**src/rtl/aidc_lite_sched_pkg.sv**
```systemverilog
// Shared types and default widths for the AIDC-Lite decompression command scheduler.
package aidc_lite_sched_pkg;

  localparam int DEF_DEPTH  = 4;
  localparam int DEF_ADDR_W = 32;
  localparam int DEF_LEN_W  = 32;
  localparam int DEF_TAG_W  = 4;
  localparam int DEF_WDOG_W = 20;
  localparam int CNT_W      = 16;

  // One decompression descriptor at the default widths.
  typedef struct packed {
    logic [DEF_ADDR_W-1:0] src;
    logic [DEF_ADDR_W-1:0] dst;
    logic [DEF_LEN_W-1:0]  len;
    logic [DEF_TAG_W-1:0]  tag;
  } desc_t;

  typedef enum logic [1:0] {
    IDLE,
    LAUNCH,
    BUSY,
    REPORT
  } sched_state_t;

  // Packed width of a descriptor for arbitrary field widths.
  function automatic int desc_width(input int addr_w, input int len_w, input int tag_w);
    return 2 * addr_w + len_w + tag_w;
  endfunction

endpackage

```
**src/rtl/aidc_lite_sched_fifo.sv**
```systemverilog
// Synchronous first-word-fall-through FIFO holding pending descriptors.
// Pointers carry one extra wrap bit so full and empty are told apart without a counter.
module aidc_lite_sched_fifo
  import aidc_lite_sched_pkg::*;
#(
  parameter int DEPTH = DEF_DEPTH,
  parameter int WIDTH = 8
) (
  input  logic                   clk,
  input  logic                   rst,
  input  logic                   push,
  input  logic [WIDTH-1:0]       din,
  input  logic                   pop,
  output logic [WIDTH-1:0]       dout,
  output logic                   full,
  output logic                   empty,
  output logic [$clog2(DEPTH):0] count
);

  localparam int AW = $clog2(DEPTH);
  localparam logic [AW:0] PTR_ONE = {{AW{1'b0}}, 1'b1};

  logic [WIDTH-1:0] mem [DEPTH];
  logic [AW:0]      wr_ptr_q;
  logic [AW:0]      rd_ptr_q;
  logic             do_push;
  logic             do_pop;

  // A push while full is accepted only when the same cycle frees the head slot.
  assign do_pop  = pop & ~empty;
  assign do_push = push & (~full | do_pop);

  assign empty = (wr_ptr_q == rd_ptr_q);
  assign full  = (wr_ptr_q[AW] != rd_ptr_q[AW]) &&
                 (wr_ptr_q[AW-1:0] == rd_ptr_q[AW-1:0]);
  assign count = wr_ptr_q - rd_ptr_q;
  assign dout  = mem[rd_ptr_q[AW-1:0]];

  // Storage write.
  // NOTE: the storage array has no reset; the pointers alone define which entries are valid.
  always_ff @(posedge clk) begin
    if (do_push) begin
      mem[wr_ptr_q[AW-1:0]] <= din;
    end
  end

  // Read and write pointer advance.
  // NOTE: clocked state is updated with non-blocking assignments so every register samples pre-edge values.
  always_ff @(posedge clk or posedge rst) begin
    if (rst) begin
      wr_ptr_q <= '0;
      rd_ptr_q <= '0;
    end else begin
      if (do_push) wr_ptr_q <= wr_ptr_q + PTR_ONE;
      if (do_pop)  rd_ptr_q <= rd_ptr_q + PTR_ONE;
    end
  end

endmodule

```
**src/rtl/aidc_lite_decomp_sched.sv**
```systemverilog
// Command scheduler in front of the AIDC-Lite decompression engine: queues host
// descriptors, launches them one at a time, guards each with a watchdog and posts
// a completion record plus interrupt level for every command.
module aidc_lite_decomp_sched
  import aidc_lite_sched_pkg::*;
#(
  parameter int DEPTH  = DEF_DEPTH,
  parameter int ADDR_W = DEF_ADDR_W,
  parameter int LEN_W  = DEF_LEN_W,
  parameter int TAG_W  = DEF_TAG_W,
  parameter int WDOG_W = DEF_WDOG_W
) (
  input  logic              clk,
  input  logic              rst,
  input  logic              cmd_valid,
  output logic              cmd_ready,
  input  logic [ADDR_W-1:0] cmd_src,
  input  logic [ADDR_W-1:0] cmd_dst,
  input  logic [LEN_W-1:0]  cmd_len,
  input  logic [TAG_W-1:0]  cmd_tag,
  output logic [ADDR_W-1:0] eng_src,
  output logic [ADDR_W-1:0] eng_dst,
  output logic [LEN_W-1:0]  eng_len,
  output logic              eng_start,
  input  logic              eng_done,
  output logic              eng_abort,
  output logic              cpl_valid,
  input  logic              cpl_ready,
  output logic [TAG_W-1:0]  cpl_tag,
  output logic              cpl_err,
  output logic              irq,
  output logic              busy,
  output logic [15:0]       done_cnt,
  output logic [15:0]       err_cnt
);

  localparam int DW = desc_width(ADDR_W, LEN_W, TAG_W);
  localparam int CW = $clog2(DEPTH) + 1;
  localparam logic [WDOG_W-1:0] WDOG_ONE = {{(WDOG_W-1){1'b0}}, 1'b1};
  localparam logic [WDOG_W-1:0] WDOG_MAX = '1;
  localparam logic [CNT_W-1:0]  CNT_ONE  = {{(CNT_W-1){1'b0}}, 1'b1};

  // Descriptor layout at this instance's field widths.
  typedef struct packed {
    logic [ADDR_W-1:0] src;
    logic [ADDR_W-1:0] dst;
    logic [LEN_W-1:0]  len;
    logic [TAG_W-1:0]  tag;
  } cmd_desc_t;

  cmd_desc_t         push_desc;
  cmd_desc_t         head;
  logic              fifo_full;
  logic              fifo_empty;
  logic [CW-1:0]     fifo_count;
  logic              fifo_push;
  logic              fifo_pop;

  sched_state_t      state_q;
  sched_state_t      state_d;
  logic [WDOG_W-1:0] wdog_q;
  logic [WDOG_W-1:0] wdog_d;
  logic [ADDR_W-1:0] eng_src_q;
  logic [ADDR_W-1:0] eng_dst_q;
  logic [LEN_W-1:0]  eng_len_q;
  logic [TAG_W-1:0]  tag_q;
  logic              err_q;
  logic              err_d;
  logic              load_tag;
  logic              load_eng;
  logic              start_pulse;
  logic              abort_pulse;
  logic              cpl_fire;
  logic [CNT_W-1:0]  done_cnt_q;
  logic [CNT_W-1:0]  err_cnt_q;

  assign push_desc = '{src: cmd_src, dst: cmd_dst, len: cmd_len, tag: cmd_tag};

  // cmd_ready comes from the registered full flag, so a pop cannot reopen it in the same cycle.
  assign cmd_ready = ~fifo_full;
  assign fifo_push = cmd_valid & cmd_ready;

  aidc_lite_sched_fifo #(
    .DEPTH (DEPTH),
    .WIDTH (DW)
  ) u_fifo (
    .clk   (clk),
    .rst   (rst),
    .push  (fifo_push),
    .din   (push_desc),
    .pop   (fifo_pop),
    .dout  (head),
    .full  (fifo_full),
    .empty (fifo_empty),
    .count (fifo_count)
  );

  // Next-state, watchdog and pulse decode for the launch/monitor/report sequence.
  // NOTE: every output of this block gets a default first, so no path can infer a latch.
  always_comb begin
    state_d     = state_q;
    wdog_d      = wdog_q;
    err_d       = err_q;
    fifo_pop    = 1'b0;
    load_tag    = 1'b0;
    load_eng    = 1'b0;
    start_pulse = 1'b0;
    abort_pulse = 1'b0;
    cpl_fire    = 1'b0;
    unique case (state_q)
      IDLE: begin
        if (!fifo_empty) begin
          fifo_pop = 1'b1;
          load_tag = 1'b1;
          if (head.len == '0) begin
            // Nothing to decompress: report the error without touching the engine.
            err_d   = 1'b1;
            state_d = REPORT;
          end else begin
            load_eng = 1'b1;
            state_d  = LAUNCH;
          end
        end
      end
      LAUNCH: begin
        start_pulse = 1'b1;
        wdog_d      = '0;
        state_d     = BUSY;
      end
      BUSY: begin
        wdog_d = wdog_q + WDOG_ONE;
        if (eng_done) begin
          // Done wins over a watchdog expiry landing in the same cycle.
          err_d   = 1'b0;
          state_d = REPORT;
        end else if (wdog_d == WDOG_MAX) begin
          abort_pulse = 1'b1;
          err_d       = 1'b1;
          state_d     = REPORT;
        end
      end
      REPORT: begin
        if (cpl_ready) begin
          cpl_fire = 1'b1;
          state_d  = IDLE;
        end
      end
      default: state_d = IDLE;
    endcase
  end

  // Scheduler state register.
  always_ff @(posedge clk or posedge rst) begin
    if (rst) state_q <= IDLE;
    else     state_q <= state_d;
  end

  // Watchdog counter: cleared on launch, counts busy cycles.
  always_ff @(posedge clk or posedge rst) begin
    if (rst) wdog_q <= '0;
    else     wdog_q <= wdog_d;
  end

  // Command registers: tag/status per popped command, engine fields held until the next launch.
  always_ff @(posedge clk or posedge rst) begin
    if (rst) begin
      eng_src_q <= '0;
      eng_dst_q <= '0;
      eng_len_q <= '0;
      tag_q     <= '0;
      err_q     <= 1'b0;
    end else begin
      err_q <= err_d;
      if (load_tag) tag_q <= head.tag;
      if (load_eng) begin
        eng_src_q <= head.src;
        eng_dst_q <= head.dst;
        eng_len_q <= head.len;
      end
    end
  end

  // Completion statistics, counted on the completion handshake; both wrap naturally.
  always_ff @(posedge clk or posedge rst) begin
    if (rst) begin
      done_cnt_q <= '0;
      err_cnt_q  <= '0;
    end else if (cpl_fire) begin
      if (err_q) err_cnt_q  <= err_cnt_q + CNT_ONE;
      else       done_cnt_q <= done_cnt_q + CNT_ONE;
    end
  end

  assign eng_src   = eng_src_q;
  assign eng_dst   = eng_dst_q;
  assign eng_len   = eng_len_q;
  assign eng_start = start_pulse;
  assign eng_abort = abort_pulse;
  assign cpl_valid = (state_q == REPORT);
  assign cpl_tag   = tag_q;
  assign cpl_err   = err_q;
  assign irq       = cpl_valid;
  assign busy      = (state_q != IDLE) || (fifo_count != '0);
  assign done_cnt  = done_cnt_q;
  assign err_cnt   = err_cnt_q;

endmodule

```
**config.mk**
```make
export PLATFORM = sky130hd
export DESIGN_NAME = aidc_lite_decomp_sched
export DESIGN_NICKNAME = d
export VERILOG_FILES = /design/src/rtl/aidc_lite_sched_pkg.sv /design/src/rtl/aidc_lite_sched_fifo.sv /design/src/rtl/aidc_lite_decomp_sched.sv
export SDC_FILE = /design/constraint.sdc
export NUM_CORES = 1
export LEC_CHECK = 0
export CAP_MARGIN = 10
export CORE_MARGIN = 3
export CORE_UTILIZATION = 55
export DETAILED_ROUTE_END_ITERATION = 7
export GPL_TIMING_DRIVEN = 0
export PLACE_DENSITY = 0.86
export SLEW_MARGIN = 20
export SYNTH_ARGS = -nofsm -noshare
export SYNTH_HDL_FRONTEND = slang
export SYNTH_SLANG_ARGS = --single-unit
export TNS_END_PERCENT = 50
```
**constraint.sdc**
```tcl
create_clock -name clk -period 5.48 [get_ports clk]
set_clock_uncertainty 0.1 [all_clocks]
set_input_delay 0.548 -clock clk [delete_from_list [all_inputs] [get_ports clk]]
set_output_delay 0.548 -clock clk [all_outputs]
set_load 0.01 [all_outputs]
```
# Word level (Yosys, flattened, before mapping)

Memory sizes are Yosys's and may differ from the RTL's.
Cells that the tools add are included.

$add $sub $neg: 6
Equal/unequal tests: 11
Mux-type cells: 25
Bitwise gates (word level): 7
Reductions and logical operators: 12

Operator list:

| kind                    | count |
|---|---|
| $pmux W20 S2            | 1 |
| $add A16 B1 Y16 const B | 2 |
| $logic_not A32 Y1       | 1 |
| $add A20 B1 Y20 const B | 1 |
| $eq A20 B20 Y1 const B  | 1 |
| $mux W1                 | 17 |
| $mux W2                 | 5 |
| $pmux W2 S4             | 1 |
| $add A3 B1 Y3 const B   | 2 |
| $reduce_bool A2 Y1      | 3 |
| $eq A2 B2 Y1 const B    | 2 |
| $ne A2 B2 Y1 const B    | 2 |
| $reduce_and A2 Y1       | 2 |
| $reduce_and A4 Y1       | 1 |
| $and A1 B1 Y1           | 3 |
| $eq A3 B3 Y1            | 1 |
| $ne A3 B3 Y1 const B    | 1 |
| $not A1 Y1              | 3 |
| $reduce_and A3 Y1       | 1 |
| $reduce_bool A3 Y1      | 1 |
| $sub A3 B3 Y3           | 1 |
| $eq A2 B1 Y1 const B    | 1 |
| $eq A2 B2 Y1            | 1 |
| $logic_not A2 Y1        | 1 |
| 6 further kinds         | 6 |

Flip-flop bits (word level): 161
Bits in writable memories: 400
Input port bits: 105
Output and inout port bits: 139
Word-level logic and storage cells: 73
Memories: 1

Memory list:

| memory     | words | bits a word | rd ports | clocked after memory_dff | write ports | RTL line                   | source |
|---|---|---|---|---|---|---|---|
| u_fifo.mem | 4     | 100         | 1        | 0                        | 1           | aidc_lite_sched_fifo.sv:23 | `logic [WIDTH-1:0] mem [DEPTH];` |

# Longest topological paths before layout

Depth in word-level cells: 8
Mapped depth: 12
Depth with buffers taken out: 8

# Hierarchy

A second synthesis with hierarchy kept.

Cells, all modules: 1132
Area, all modules: 21807.2 µm²

Modules (own cells, without submodules):

| module                 | instances | cells an instance | area an instance (µm²) | seq. area each (µm²) |
|---|---|---|---|---|
| aidc_lite_sched_fifo   | 1         | 568               | 14856.7                | 12161.7 |
| aidc_lite_decomp_sched | 1         | 564               | 6950.4                 | 3878.7 |

# Least setup slack after synthesis

OpenSTA, ideal clock, no wires.

Path type: register to register
Start: register u_fifo.rd_ptr_q[1]
End: memory u_fifo.mem[3][0] (netlist name), enable pin
Library setup time: 0.472 ns
Arrival time: 4.267 ns
Data required time: 4.908 ns
Slack: 0.640 ns
Stages on the path, launching flop included: 8
Path buffers: 3
Clock period less this slack: 4.840 ns
Cell sequence: dfrtp_1 buf_2 clkbuf_1 clkbuf_1 inv_1 ha_1 nand3_1 and3_1

Elaborated cells on any way between the ends: 13
Classes of those cells: 2 x eq/ne; 4 x mux; 6 x bitwise; 1 x reduce/logical

RTL lines:

| what                                                 | RTL line                                                 | source |
|---|---|---|
| from (decl)                                          | aidc_lite_sched_fifo.sv:25                               | `logic [AW:0] rd_ptr_q;` |
| from (signal assigned)                               | aidc_lite_sched_fifo.sv:55                               | `if (do_pop) rd_ptr_q <= rd_ptr_q + PTR_ONE;` |
| $eq A2 B2 Y1 *                                       | aidc_lite_sched_fifo.sv:35                               | `(wr_ptr_q[AW-1:0] == rd_ptr_q[AW-1:0]);` |
| $logic_and A1 B1 Y1 *                                | aidc_lite_sched_fifo.sv:34                               | `assign full = (wr_ptr_q[AW] != rd_ptr_q[AW]) &&` |
| $not A1 Y1 *                                         | aidc_lite_decomp_sched.sv:80                             | `assign cmd_ready = ~fifo_full;` |
| named net cmd_ready                                  | aidc_lite_decomp_sched.sv:16                             | `output logic cmd_ready,` |
| $and A1 B1 Y1 / $or A1 B1 Y1 (equally long branches) | aidc_lite_decomp_sched.sv:81, aidc_lite_sched_fifo.sv:31 |  |
| $and A1 B1 Y1 *                                      | aidc_lite_sched_fifo.sv:31                               | `assign do_push = push & (~full \| do_pop);` |
| $mux W1 *                                            | aidc_lite_sched_fifo.sv:42                               | `if (do_push) begin` |
| $mux W1 (implied by the code) *                      | aidc_lite_sched_fifo.sv:43                               | `mem[wr_ptr_q[AW-1:0]] <= din;` |
| to (decl)                                            | aidc_lite_sched_fifo.sv:23                               |  |

Mark *: on every way through the listed nets, which the timed path passes. The rest lies on a longest branch.

# Final worst setup path

Start: register u_fifo.rd_ptr_q[1]
End: output port cmd_ready

Longest elaborated chain between the ends: 3

Ends and longest elaborated chain:

| what                | RTL line |
|---|---|
| $eq A2 B2 Y1        | aidc_lite_sched_fifo.sv:35 |
| $logic_and A1 B1 Y1 | aidc_lite_sched_fifo.sv:34 |
| $not A1 Y1          | aidc_lite_decomp_sched.sv:80 |
| to (decl)           | aidc_lite_decomp_sched.sv:16 |

Every way passes these cells.

==> impl_metrics.yaml <==
placement:
  place.gp.congestion: 0.866
  io_buffers: 243
  dp.cells: 1856
  postPlaceCellArea_um2: 24900
  dp_hpwl_um: 29300
clock_network:
  post_cts_resized: 0
  clkLatencyLatePin_ps: 610
  numCtsBuffers: 54
  path_clk_slew_ps: 60
  cts_buffer_depth: 3
  h-tree-depth: 2
  clkSinkCount: 561
  cts-root-buf: "clkbuf_16"
  post_cts_buffers: 0
  cts_tree: "done"
  ctsHoldBuffers: 0
pwr:
  powerDensity_nw_per_um2: 560
  p_leak_nw: 9.42
  combPwrFrac_pct: 34.3
  p_clk_share_pct: 23.9
  p_int_mw: 10.4
  p_seq_share_pct: 41.8
  p_switching_mw: 4.47
  ir_drop_mv: 0.420
  p_sw_share_pct: 30.0
synthesis:
  synth_seq_cells: 561
  syn_inst: 1093
  synth_cell_type_count: 52
  syn_avg_cell_area_um2: 19.7
  synth_edf_count: 400
  synthArstFlopShare_pct: 28.7
  ys_seq_area_share_pct: 74.6
  synth_area_um2: 21500
  synth_nets: 1214
  synthFlopType: "edfxtp_1"
  synth-warning-count: 0
outcome:
  status: "finished clean"
floorplan:
  design.core.area_um2: 38100
  die_h_um: 204
  num_rows: 71
  pin_count: 244
  die_x_um: 204
  start_util_pct: 56.4
  dieArea_um2: 41500
global_routing:
  gr-usage-all-layers_pct: 22.8
  grt_max_degree: 84
  grt_pass1_vias: 12100
  antenna_found_initial: 4
  grt_pass1_wl_um: 71500
  overflow: 0
critical_path:
  cp-start-kind: "flop"
  arrival_ps: 4080
  end_kind: "output port"
  ff2ff_path_depth: 12
  cp.required_ps: 4830
  reg2reg_slack_ps: 870
  rr_endpoint: "eng_len[5]"
  reg2reg_from: "u_fifo.rd_ptr_q[1]"
  crit_type: "reg -> out"
  path_max_fanout: 10
routing:
  drc: 0
  wirelength_um: 46100
  drtIter0Drc: 741
  num_vias: 11200
  viasPerCell: 5.73
  ant_nets: 0
  wl_per_cell_um: 23.5
  drt_pass1_iterations: 5
final_layout:
  drive_above_1_share_pct: 19.2
  regArea_um2: 16000
  post-route-util_pct: 69.8
  nFillCells: 2364
  fin_area_um2: 26600
  fin_nets: 1522
  area_growth_pct: 23.6
  fin_cells: 1961
  multiInputGateArea_um2: 5130
timing:
  fmax_ghz: 0.212
  setup_viol: 0
  hold_viol: 0
  worst_pin_slew_ps: 953
  slew_headroom_pct: 36.4
  final-max-slew-violation-count: 0
  fin_crit_ps: 4730
  period_share_pct: 86.3
  rsz0062_at_grt: "false"
flow_run:
  cap_viol_max_count: 0
min_path:
  hold_path.class: "in -> async"
## metal layers
layer | wire length, µm | track usage [%] | vias to the layer above
met2 | 23200 | 37.6 | 348
met3 | 3450 | 6.66 | 78
li1 | - | - | 4944
met4 | 1110 | 7.37 | 6
met5 | 43 | 0 | -
met1 | 18200 | 29.8 | 5856
## per-stage QoR
stage,power (mW),setup WS (ps),TNS [ps],hold slack [ps]
floorplan,9.28,484,0,361
global placement,11.3,-2430,-1272800,362
detailed placement,11.4,831,0,366
CTS,15.1,717,0,364
global route,15.6,487,0,374
finish,14.9,753,0,348
## area by class of cell
cell class	instances	area share, %
inverter	20	0.311
timing repair buffer	252	10.1
clock buffer	75	5.53
clock inverter	27	0.951
multi-input combinational	465	19.3
tap	511	2.40
antenna	3	0.0282
sequential	561	60.3
buffer	47	1.07
## sequential cells by signal (all words and copies together), names as in the netlist
name             count
u_fifo.rd_ptr_q      3
eng_len             32
wdog_q              20
cpl_tag              4
eng_dst             32
u_fifo.mem         400
state_q              2
cpl_err              1
eng_src             32
done_cnt            16
u_fifo.wr_ptr_q      3
err_cnt             16
## synth_stat cells (17+ instances only)
| cell | instances | area (µm²) |
|---|---|---|
| dfrtp_1 | 161 | 4030 |
| mux2_1 | 40 | 450 |
| nor2_1 | 20 | 75.1 |
| xnor2_1 | 29 | 254 |
| mux4_2 | 100 | 2250 |
| nand2_1 | 57 | 214 |
| mux2_2 | 63 | 709 |
| clkbuf_1 | 22 | 82.6 |
| inv_1 | 20 | 75.1 |
| o21ai_0 | 19 | 95.1 |
| edfxtp_1 | 400 | 12000 |
| nand3_1 | 17 | 85.1 |
## worst max-delay path by stage
stage                     cells past startpoint          startpoint  slack (ps)     endpoint
after floorplan                               1                 rst         480      cpl_err
after global placement                        2                 rst       -2430  eng_dst[18]
after detailed placement                     12  u_fifo.rd_ptr_q[1]         830  eng_len[22]
after CTS                                     7  u_fifo.rd_ptr_q[1]         720    cmd_ready
after global routing                          7  u_fifo.rd_ptr_q[1]         490    cmd_ready
final                                         7  u_fifo.rd_ptr_q[1]         750    cmd_ready
## worst max-delay path, stage by stage (launching register included)
cell	delay [ps]
dfrtp_1	450
buf_2	340
clkbuf_1	730
clkbuf_1	680
inv_1	110
ha_1	340
nand3_1	230
clkdlybuf4s50_1	600
## power by group through the flow
stage | combinational, mW | sequential, mW | clock (mW)
5_1_grt | 5.51 | 6.32 | 3.81
2_1_floorplan | 2.86 | 6.42 | 0
3_3_place_gp | 4.90 | 6.37 | 0
3_5_place_dp | 5.16 | 6.28 | 0
4_1_cts | 5.20 | 6.22 | 3.64
6_report | 5.10 | 6.22 | 3.56
## logic make-up after synthesis
logic type	Yosys count	synth area share [%]
flip-flops	561	74.6
XOR/XNOR	40	1.63
adder cells (fa/ha/maj)	16	0.966
multiplexers	206	16.0
AO/OA/AOI/OAI	48	1.54
buffers and inverters	67	1.68
AND/OR/NAND/NOR	155	3.62
## cell usage in the layout, fill, tap and decap left out, drive strengths merged, types with 19 or more instances in the layout
cell,Yosys,layout
clkbuf,22,97
buf,25,34
clkdlybuf4s50,0,243
xnor2,29,29
edfxtp,400,400
inv,20,20
o21ai,19,19
mux2,103,103
nand2,57,57
clkinv,0,23
mux4,100,100
nor2,20,20
dfrtp,161,161
Note: power is estimated with default switching activity, not from simulation.
